<file path="config.mk">
export PLATFORM = sky130hd
export DESIGN_NAME = trigger_counter_seq
export DESIGN_NICKNAME = d
export VERILOG_FILES = /design/src/rtl/trigger_counter_seq.sv
export SDC_FILE = /design/constraint.sdc
export NUM_CORES = 1
export LEC_CHECK = 0
export BUFFER_PORTS_ARGS = -buffer_cell sky130_fd_sc_hd__buf_2
export CAP_MARGIN = 20
export CORE_AREA = 10 10 100 102
export DETAILED_ROUTE_END_ITERATION = 16
export DIE_AREA = 0 0 110 112
export GPL_TIMING_DRIVEN = 0
export PLACE_DENSITY = 0.89
export RECOVER_POWER = 100
export SLEW_MARGIN = 20
export SYNTH_ARGS = -nofsm -noshare
export SYNTH_HDL_FRONTEND = slang
export SYNTH_SLANG_ARGS = --single-unit
export TNS_END_PERCENT = 100
</file>
<file path="constraint.sdc">
create_clock -name clk -period 4.9 [get_ports clk]
set_clock_uncertainty 0.1 [all_clocks]
set_input_delay 0.245 -clock clk [delete_from_list [all_inputs] [get_ports clk]]
set_output_delay 0.245 -clock clk [all_outputs]
set_load 0.05 [all_outputs]
</file>
<file path="src/rtl/trigger_counter_seq.sv">
// Event-counting trigger generator for the ADS1672 capture path: discards settle
// events after start, then counts events per period and pulses ready at each period end.
module trigger_counter_seq #(
  parameter int CNT_WIDTH = 16,
  parameter int DLY_WIDTH = 8,
  parameter int PER_WIDTH = 16
) (
  input  logic                 clk,
  input  logic                 rst,
  input  logic                 i_start,
  input  logic                 i_abort,
  input  logic                 i_mode_cont,
  input  logic [DLY_WIDTH-1:0] i_delay_cfg,
  input  logic [CNT_WIDTH-1:0] i_count_cfg,
  input  logic                 i_event,
  output logic                 o_busy,
  output logic                 o_ready,
  output logic                 o_done,
  output logic                 o_cfg_err,
  output logic [CNT_WIDTH-1:0] o_count_out,
  output logic [PER_WIDTH-1:0] o_period_num
);

  typedef enum logic [1:0] {IDLE, SETTLE, COUNT, DONE} state_t;

  state_t               r_state, w_state_next;
  logic                 r_mode, w_mode;
  logic [DLY_WIDTH-1:0] r_delay, w_delay;
  logic [CNT_WIDTH-1:0] r_cfg, w_cfg;
  logic [DLY_WIDTH-1:0] r_settle, w_settle;
  logic [CNT_WIDTH-1:0] r_cnt, w_cnt;
  logic [PER_WIDTH-1:0] r_per, w_per;
  logic                 r_busy, w_busy;
  logic                 r_ready, w_ready;
  logic                 r_done, w_done;
  logic                 r_cfg_err, w_cfg_err;
  logic [CNT_WIDTH-1:0] w_cnt_base;
  logic [CNT_WIDTH-1:0] w_cnt_inc;
  logic [DLY_WIDTH-1:0] w_settle_inc;

  // In continuous mode count_out shows the terminal value for one cycle, then
  // restarts from zero; the next event always counts as 1.
  assign w_cnt_base   = (r_state == COUNT && r_cnt == r_cfg) ? '0 : r_cnt;
  assign w_cnt_inc    = w_cnt_base + CNT_WIDTH'(1);
  assign w_settle_inc = r_settle + DLY_WIDTH'(1);

  always_comb begin
    w_state_next = r_state;
    w_mode       = r_mode;
    w_delay      = r_delay;
    w_cfg        = r_cfg;
    w_settle     = r_settle;
    w_cnt        = r_cnt;
    w_per        = r_per;
    w_ready      = 1'b0;
    w_cfg_err    = 1'b0;
    if (i_abort) begin
      w_state_next = IDLE;
    end else begin
      case (r_state)
        IDLE, DONE: begin
          if (i_start) begin
            if (i_count_cfg == '0) begin
              w_cfg_err = 1'b1;
            end else begin
              w_mode       = i_mode_cont;
              w_delay      = i_delay_cfg;
              w_cfg        = i_count_cfg;
              w_settle     = '0;
              w_cnt        = '0;
              w_per        = '0;
              w_state_next = (i_delay_cfg != '0) ? SETTLE : COUNT;
            end
          end
        end
        SETTLE: begin
          if (i_event) begin
            w_settle = w_settle_inc;
            if (w_settle_inc == r_delay) w_state_next = COUNT;
          end
        end
        COUNT: begin
          w_cnt = w_cnt_base;
          if (i_event) begin
            w_cnt = w_cnt_inc;
            if (w_cnt_inc == r_cfg) begin
              w_ready = 1'b1;
              w_per   = r_per + PER_WIDTH'(1);
              if (!r_mode) w_state_next = DONE;
            end
          end
        end
        default: w_state_next = IDLE;
      endcase
    end
    w_busy = (w_state_next == SETTLE) || (w_state_next == COUNT);
    w_done = (w_state_next == DONE);
  end

  always_ff @(posedge clk) begin
    if (rst) begin
      r_state   <= IDLE;
      r_mode    <= 1'b0;
      r_delay   <= '0;
      r_cfg     <= '0;
      r_settle  <= '0;
      r_cnt     <= '0;
      r_per     <= '0;
      r_busy    <= 1'b0;
      r_ready   <= 1'b0;
      r_done    <= 1'b0;
      r_cfg_err <= 1'b0;
    end else begin
      r_state   <= w_state_next;
      r_mode    <= w_mode;
      r_delay   <= w_delay;
      r_cfg     <= w_cfg;
      r_settle  <= w_settle;
      r_cnt     <= w_cnt;
      r_per     <= w_per;
      r_busy    <= w_busy;
      r_ready   <= w_ready;
      r_done    <= w_done;
      r_cfg_err <= w_cfg_err;
    end
  end

  assign o_busy       = r_busy;
  assign o_ready      = r_ready;
  assign o_done       = r_done;
  assign o_cfg_err    = r_cfg_err;
  assign o_count_out  = r_cnt;
  assign o_period_num = r_per;

endmodule

</file>
Word level (Yosys, flattened, before mapping)
Index checks and enable logic that the tools add are counted.
{"block": "classes", "mux": 24, "n_eq_ne": 14, "n_reduce_logical": 14, "bitwise": 6, "add_sub_neg": 3}
{"cell": "$mux W16", "count": 6}
{"cell": "$pmux W16 S2", "count": 2}
{"cell": "$add A16 B1 Y16 const B", "count": 2}
{"cell": "$eq A16 B16 Y1", "count": 2}
{"cell": "$mux W8", "count": 3}
{"cell": "$mux W2", "count": 9}
{"cell": "$logic_not A16 Y1", "count": 1}
{"cell": "$pmux W8 S2", "count": 1}
{"cell": "$add A8 B1 Y8 const B", "count": 1}
{"cell": "$eq A2 B2 Y1 const B", "count": 4}
{"cell": "$eq A8 B8 Y1", "count": 1}
{"cell": "$ne A2 B2 Y1 const B", "count": 4}
{"cell": "$reduce_and A4 Y1", "count": 2}
{"cell": "$reduce_bool A8 Y1", "count": 1}
{"cell": "$reduce_or A4 Y1", "count": 2}
{"cell": "$not A1 Y1", "count": 6}
{"cell": "$pmux W2 S3", "count": 1}
{"cell": "$reduce_and A6 Y1", "count": 1}
{"cell": "$reduce_and A5 Y1", "count": 1}
{"cell": "$eq A2 B1 Y1 const B", "count": 2}
{"cell": "$reduce_bool A2 Y1", "count": 2}
{"cell": "$logic_not A2 Y1", "count": 1}
{"cell": "$mux W1", "count": 2}
{"cell": "$ne A2 B1 Y1 const B", "count": 1}
{"cell": "3 further kinds", "count": 3}
{"block": "word_totals", "in_bits": 30, "output_inout_bits": 36, "register_bits": 71}

Longest topological paths before layout
{"block": "depth", "word_depth": 11, "depth_mapped": 19, "ltp_nobuf": 16}

Worst setup path before layout
No wires, ideal clock.
{"block": "synth_timing", "path_type": "flip-flop to flip-flop", "start": "register r_cnt[9] (netlist: o_count_out[9])", "end": "register r_busy (netlist: o_busy)", "arrival_time_ns": 4.499, "n_path_buf": 3, "setup_time_ns": 0.129, "setup_slack_ns": 0.172, "period_less_slack_ns": 4.728, "required_time_ns": 4.671, "path_stages_with_launch": 19, "cell_sequence": "dfxtp_1 > clkbuf_1 > xnor2_1 > nand4_1 > nor4_2 > nand2_1 > clkbuf_1 > and2_1 > ha_1 > and4_1 > a21boi_0 > o211ai_1 > o41ai_1 > a32oi_1 > or4b_4 > buf_6 > o31ai_1 > ha_1 > nor2b_1"}
{"block": "synth_between", "elab_chain_len": 11}
{"element": "start: declaration", "line_no": "31", "text": "logic [CNT_WIDTH-1:0] r_cnt, w_cnt;"}
{"element": "start signal: assignment", "line_no": "119", "text": "r_cnt <= w_cnt;"}
{"element": "$eq A16 B16 Y1", "line_no": "43", "text": "assign w_cnt_base = (r_state == COUNT && r_cnt == r_cfg) ? '0 : r_cnt;"}
{"element": "$logic_and A1 B1 Y1", "line_no": "43"}
{"element": "$mux W16 *", "line_no": "43"}
{"element": "$add A16 B1 Y16 *", "line_no": "44", "text": "assign w_cnt_inc = w_cnt_base + CNT_WIDTH'(1);"}
{"element": "$eq A16 B16 Y1 *", "line_no": "86", "text": "if (w_cnt_inc == r_cfg) begin"}
{"element": "$mux W2 *", "line_no": "86"}
{"element": "$mux W2 *", "line_no": "84", "text": "if (i_event) begin"}
{"element": "$pmux W2 S3 *", "line_no": "60", "text": "case (r_state)"}
{"element": "$mux W2 *", "line_no": "57", "text": "if (i_abort) begin"}
{"element": "net w_state_next[0]", "line_no": "26", "text": "state_t r_state, w_state_next;"}
{"element": "$eq A2 B1 Y1 or $eq A2 B2 Y1 (tied branches)", "line_no": "96", "text": "w_busy = (w_state_next == SETTLE) || (w_state_next == COUNT);"}
{"element": "$logic_or A1 B1 Y1 *", "line_no": "96"}
{"element": "net w_busy", "line_no": "33", "text": "logic r_busy, w_busy;"}
{"element": "end signal: assignment", "line_no": "121", "text": "r_busy <= w_busy;"}
{"element": "end: declaration", "line_no": "33"}
Mark *: on every way through the listed nets, which the timed path passes. The rest lies on a longest branch.
A chain may end at the register's enable or synchronous reset.

Worst setup path in the final report
{"block": "layout_timing", "start": "register r_cfg[14]", "end": "register r_busy (netlist: o_busy)"}
{"block": "layout_between", "elab_chain_len": 11}
{"element": "start: declaration", "line_no": "29", "text": "logic [CNT_WIDTH-1:0] r_cfg, w_cfg;"}
{"element": "start signal: assignment", "line_no": "117", "text": "r_cfg <= w_cfg;"}
{"element": "$eq A16 B16 Y1", "line_no": "43"}
{"element": "$logic_and A1 B1 Y1", "line_no": "43"}
{"element": "$mux W16", "line_no": "43"}
{"element": "$add A16 B1 Y16", "line_no": "44"}
{"element": "$eq A16 B16 Y1 *", "line_no": "86"}
{"element": "$mux W2 *", "line_no": "86"}
{"element": "$mux W2 *", "line_no": "84"}
{"element": "$pmux W2 S3 *", "line_no": "60"}
{"element": "$mux W2 *", "line_no": "57"}
{"element": "net w_state_next[0]", "line_no": "26"}
{"element": "$eq A2 B1 Y1 or $eq A2 B2 Y1 (tied branches)", "line_no": "96"}
{"element": "$logic_or A1 B1 Y1 *", "line_no": "96"}
{"element": "net w_busy", "line_no": "33"}
Marks and branches as above.

==> impl_metrics.ini <==
[status]
status = finished, final reports clean

[pwr]
peakVddDrop_v = 0.000132
p_leak_nw = 1.83
p_sw_share_pct = 29.7
p_seq_share_pct = 44.5
p_sw_mw = 0.404
clock_power_share_pct = 40.5
powerDensity_nw_per_um2 = 257
internal_power_mw = 0.955
p_comb_share_pct = 15.0

[final_layout]
nFillCells = 714
num_antenna_cells = 0
drive_above_1_share_pct = 11.3
syn_to_final_growth_pct = 15.0
nNetsFinal = 733

[min_path]
min_from = i_delay_cfg[4]
hold_class = primary input to flip-flop

[yosys]
synth-edff-count = 0
ys_seq_area_share_pct = 31.0
yosys_warnings = 0
synth_ff_type = dfxtp_1
synth_area_um2 = 4590
synthCells = 622
syn_area_per_cell_um2 = 7.38
synth-async-reset-ratio_pct = 0
ys_types = 61
syn-num-nets = 659
synth_seq_cells = 71

[clocking]
h-tree-depth = 3
cts_sinks = 71
insertion_delay_ps = 360
cts.clk_slew.worst_paths_ps = 90
cts_tree = yes
cts_hold_buf = 0
clockRootBuffer = clkbuf_8
numCtsBuffers = 9
clock_path_buffers = 2

[routing]
vias = 5099
via_per_inst = 6.33
wl_per_cell_um = 18.3
drcViolationCount = 0
ant_nets = 0
firstDrtPassIters = 5
drtIter0Drc = 423
routed_wl_um = 14800

[placed_design]
preCtsSetupSlack_ps = -438
place.port_buffers = 64
globalplace.congestion = 0.928
hpwl_um = 10900

[floorplanning]
die_w_um = 110
core_um2 = 8050
die_h_um = 112
initial_core_util_pct = 57.0
dieArea_um2 = 12300
ioPinCount = 66
row_count = 33

[run]
maxCapViolCount = 0

[timing]
worst_slew_margin_rel_pct = 24.2
fin_worst_hold_slack_ps = 29.6
setup_viol_count_final = 0
final_min_period_over_clock_period_pct = 96.2
period_minus_slack_ps = 4720
fmax_mhz = 212
setup_ws_ps = 185
drv_slew = 0
hold_viol_final = 0
tightest_slew_ps = 1120

[setup_path]
worstSetupPathType = flip-flop to flip-flop
end_kind = flip-flop
reg2reg_slack_ps = 180
cp-start-kind = flip-flop
worstPathArrival_ps = 4860
cp.required_ps = 5050
critPathCapture = o_busy
reg2regPathDepth = 18
crit_fanout = 10
rr_endpoint = o_busy
timing.rr.start = r_cfg[14]
cp-startpoint = r_cfg[14]

[global_routing]
grtUsageTotal_pct = 23.2
antenna_found_initial = 0
grt-ovfl-total = 0
grt_pass1_wl_um = 23200
grt_max_degree = 15
grt_pass1_vias = 4716
[worst max-delay path, stage by stage (launching register included)]
cell and delay, ps:
dfxtp_1 370, xor2_1 210, or4_1 580, nor2_4 190, nand2_2 130, buf_4 220
and2_1 170, ha_1 270, nand4_1 100, buf_4 170, nor3_1 70, xnor2_1 180
a221o_1 320, a221oi_1 270, nand4_1 280, buf_6 250, o31ai_2 300, ha_1 280
nor2b_1 120
[sequential cells by signal (all words and copies together) (netlist names)]
| signal | cells |
|---|---|
| o_count_out | 16 |
| o_period_num | 16 |
| r_cfg | 16 |
| r_delay | 8 |
| r_settle | 8 |
| r_state | 2 |
| o_busy | 1 |
| o_cfg_err | 1 |
| o_done | 1 |
| o_ready | 1 |
| r_mode | 1 |
[repair_timing]
action / 4_1_cts / 5_1_grt
pin swaps: 1 / 3
buffers inserted: 1 / 4
hold endpoints to repair: 0 / 0
gates resized for setup: 5 / 11
endpoints found under the setup margin: 20 / 20
[power groups by stage]
stage | combinational (mW) | sequential [mW] | clock, mW
after floorplan | 0.120 | 0.616 | 0
after global placement | 0.177 | 0.616 | 0
after detailed placement | 0.181 | 0.617 | 0
after CTS | 0.188 | 0.603 | 0.551
after global routing | 0.221 | 0.606 | 0.578
final | 0.204 | 0.604 | 0.550
[layout make-up]
class	count	area (um2)	share of cell area, %
multi-input cells	493	2950	55.9
flip-flops and latches	71	1430	27.0
repair buffers	69	313	5.93
plain buffers	39	181	3.44
clock inverters	7	101	1.92
clock buffers	9	124	2.35
well taps	105	131	2.49
inverters	13	48.8	0.925
[routing by layer]
| layer | GRT usage [%] | wire (um) |
|---|---|---|
| met3 | 5.42 | 1480 |
| met5 | 0 | 0 |
| met1 | 30.5 | 6310 |
| met2 | 35.5 | 6600 |
| met4 | 9.11 | 399 |
[stage by stage]
stage / std cells / power, mW / utilization (%) / cell area [um2] / setup TNS [ps]
finish: 806 / 1.36 / 65.5 / 5280 / 0
CTS: 804 / 1.34 / 65.6 / 5280 / 0
global route: 806 / 1.40 / 65.5 / 5280 / -11.9
detailed placement: 791 / 0.798 / 62.6 / 5040 / -4040
global placement: 791 / 0.793 / 62.6 / 5040 / -2830
floorplan: 622 / 0.737 / - / 4590 / 0
[cells by family (layout without fill, tap and decap cells)]
logic type      count (synthesis)  in the layout  synth area share (%)
xor+xnor                       35             35                  6.68
flops                          71             71                  31.0
mux                            15             15                  3.38
compound gates                136            136                  18.2
simple gates                  300            300                  33.5
buf+inv                        58            137                  5.34
fa+ha+maj                       7              7                  1.91
[worst min-delay path by stage]
| stage | endpoint | slack [ps] | cells after the start |
|---|---|---|---|
| global placement | r_mode | 350 | 2 |
| CTS | r_delay[4] | 30 | 3 |
| detailed placement | r_delay[3] | 360 | 2 |
| finish | r_delay[4] | 30 | 3 |
| global route | r_delay[4] | 30 | 3 |
| floorplan | r_mode | 280 | 2 |
[synth_stat cells, types with 3 or more instances]
cell type | instances | area share, %
nor2_1 | 44 | 3.6
o31ai_1 | 8 | 1.3
inv_1 | 13 | 1.1
mux2_2 | 4 | 0.98
and4_1 | 3 | 0.57
o22ai_1 | 3 | 0.41
nand2_1 | 102 | 8.3
a31oi_1 | 5 | 0.68
buf_2 | 7 | 0.76
a21oi_1 | 56 | 6.1
nand2b_1 | 6 | 0.82
dfxtp_1 | 71 | 31
and2_1 | 9 | 1.2
nor3b_1 | 5 | 0.82
o211ai_1 | 6 | 0.98
or4_1 | 6 | 0.98
clkbuf_1 | 35 | 2.9
or3_1 | 18 | 2.5
and3_1 | 9 | 1.2
nand4_1 | 21 | 2.9
o21ai_1 | 5 | 0.55
ha_1 | 7 | 1.9
nor4_1 | 13 | 1.8
nand3_1 | 29 | 3.2
mux2i_1 | 11 | 2.4
xor2_1 | 11 | 2.1
nor2b_1 | 7 | 0.95
nand3b_1 | 5 | 0.82
nor3_1 | 13 | 1.4
o21ai_0 | 22 | 2.4
xnor2_1 | 24 | 4.6
a22oi_1 | 6 | 0.98
[layout by cell type (no fill, tap or decap), types with 4 or more instances in the layout]
master and n:
o31ai_1 7, nand4_1 21, mux2i_1 11, nand3_1 29, nor3b_1 5, buf_4 6, nand2b_1 6, nor2_1 42
o21ai_0 23, dfxtp_2 4, nor3_1 13, ha_1 6, and3_1 9, nand3b_1 5, inv_1 13, buf_2 35
or4_1 6, dfxtp_1 67, nor4_1 13, nand2_1 101, mux2_2 4, o21ai_1 4, or3_1 18, a22oi_1 6
o211ai_1 6, a31oi_1 5, nor2b_1 7, xor2_1 11, clkbuf_8 9, xnor2_1 24, and2_1 9, clkbuf_1 64
a21oi_1 56
No activity file was read; power rests on OpenSTA's default activity.
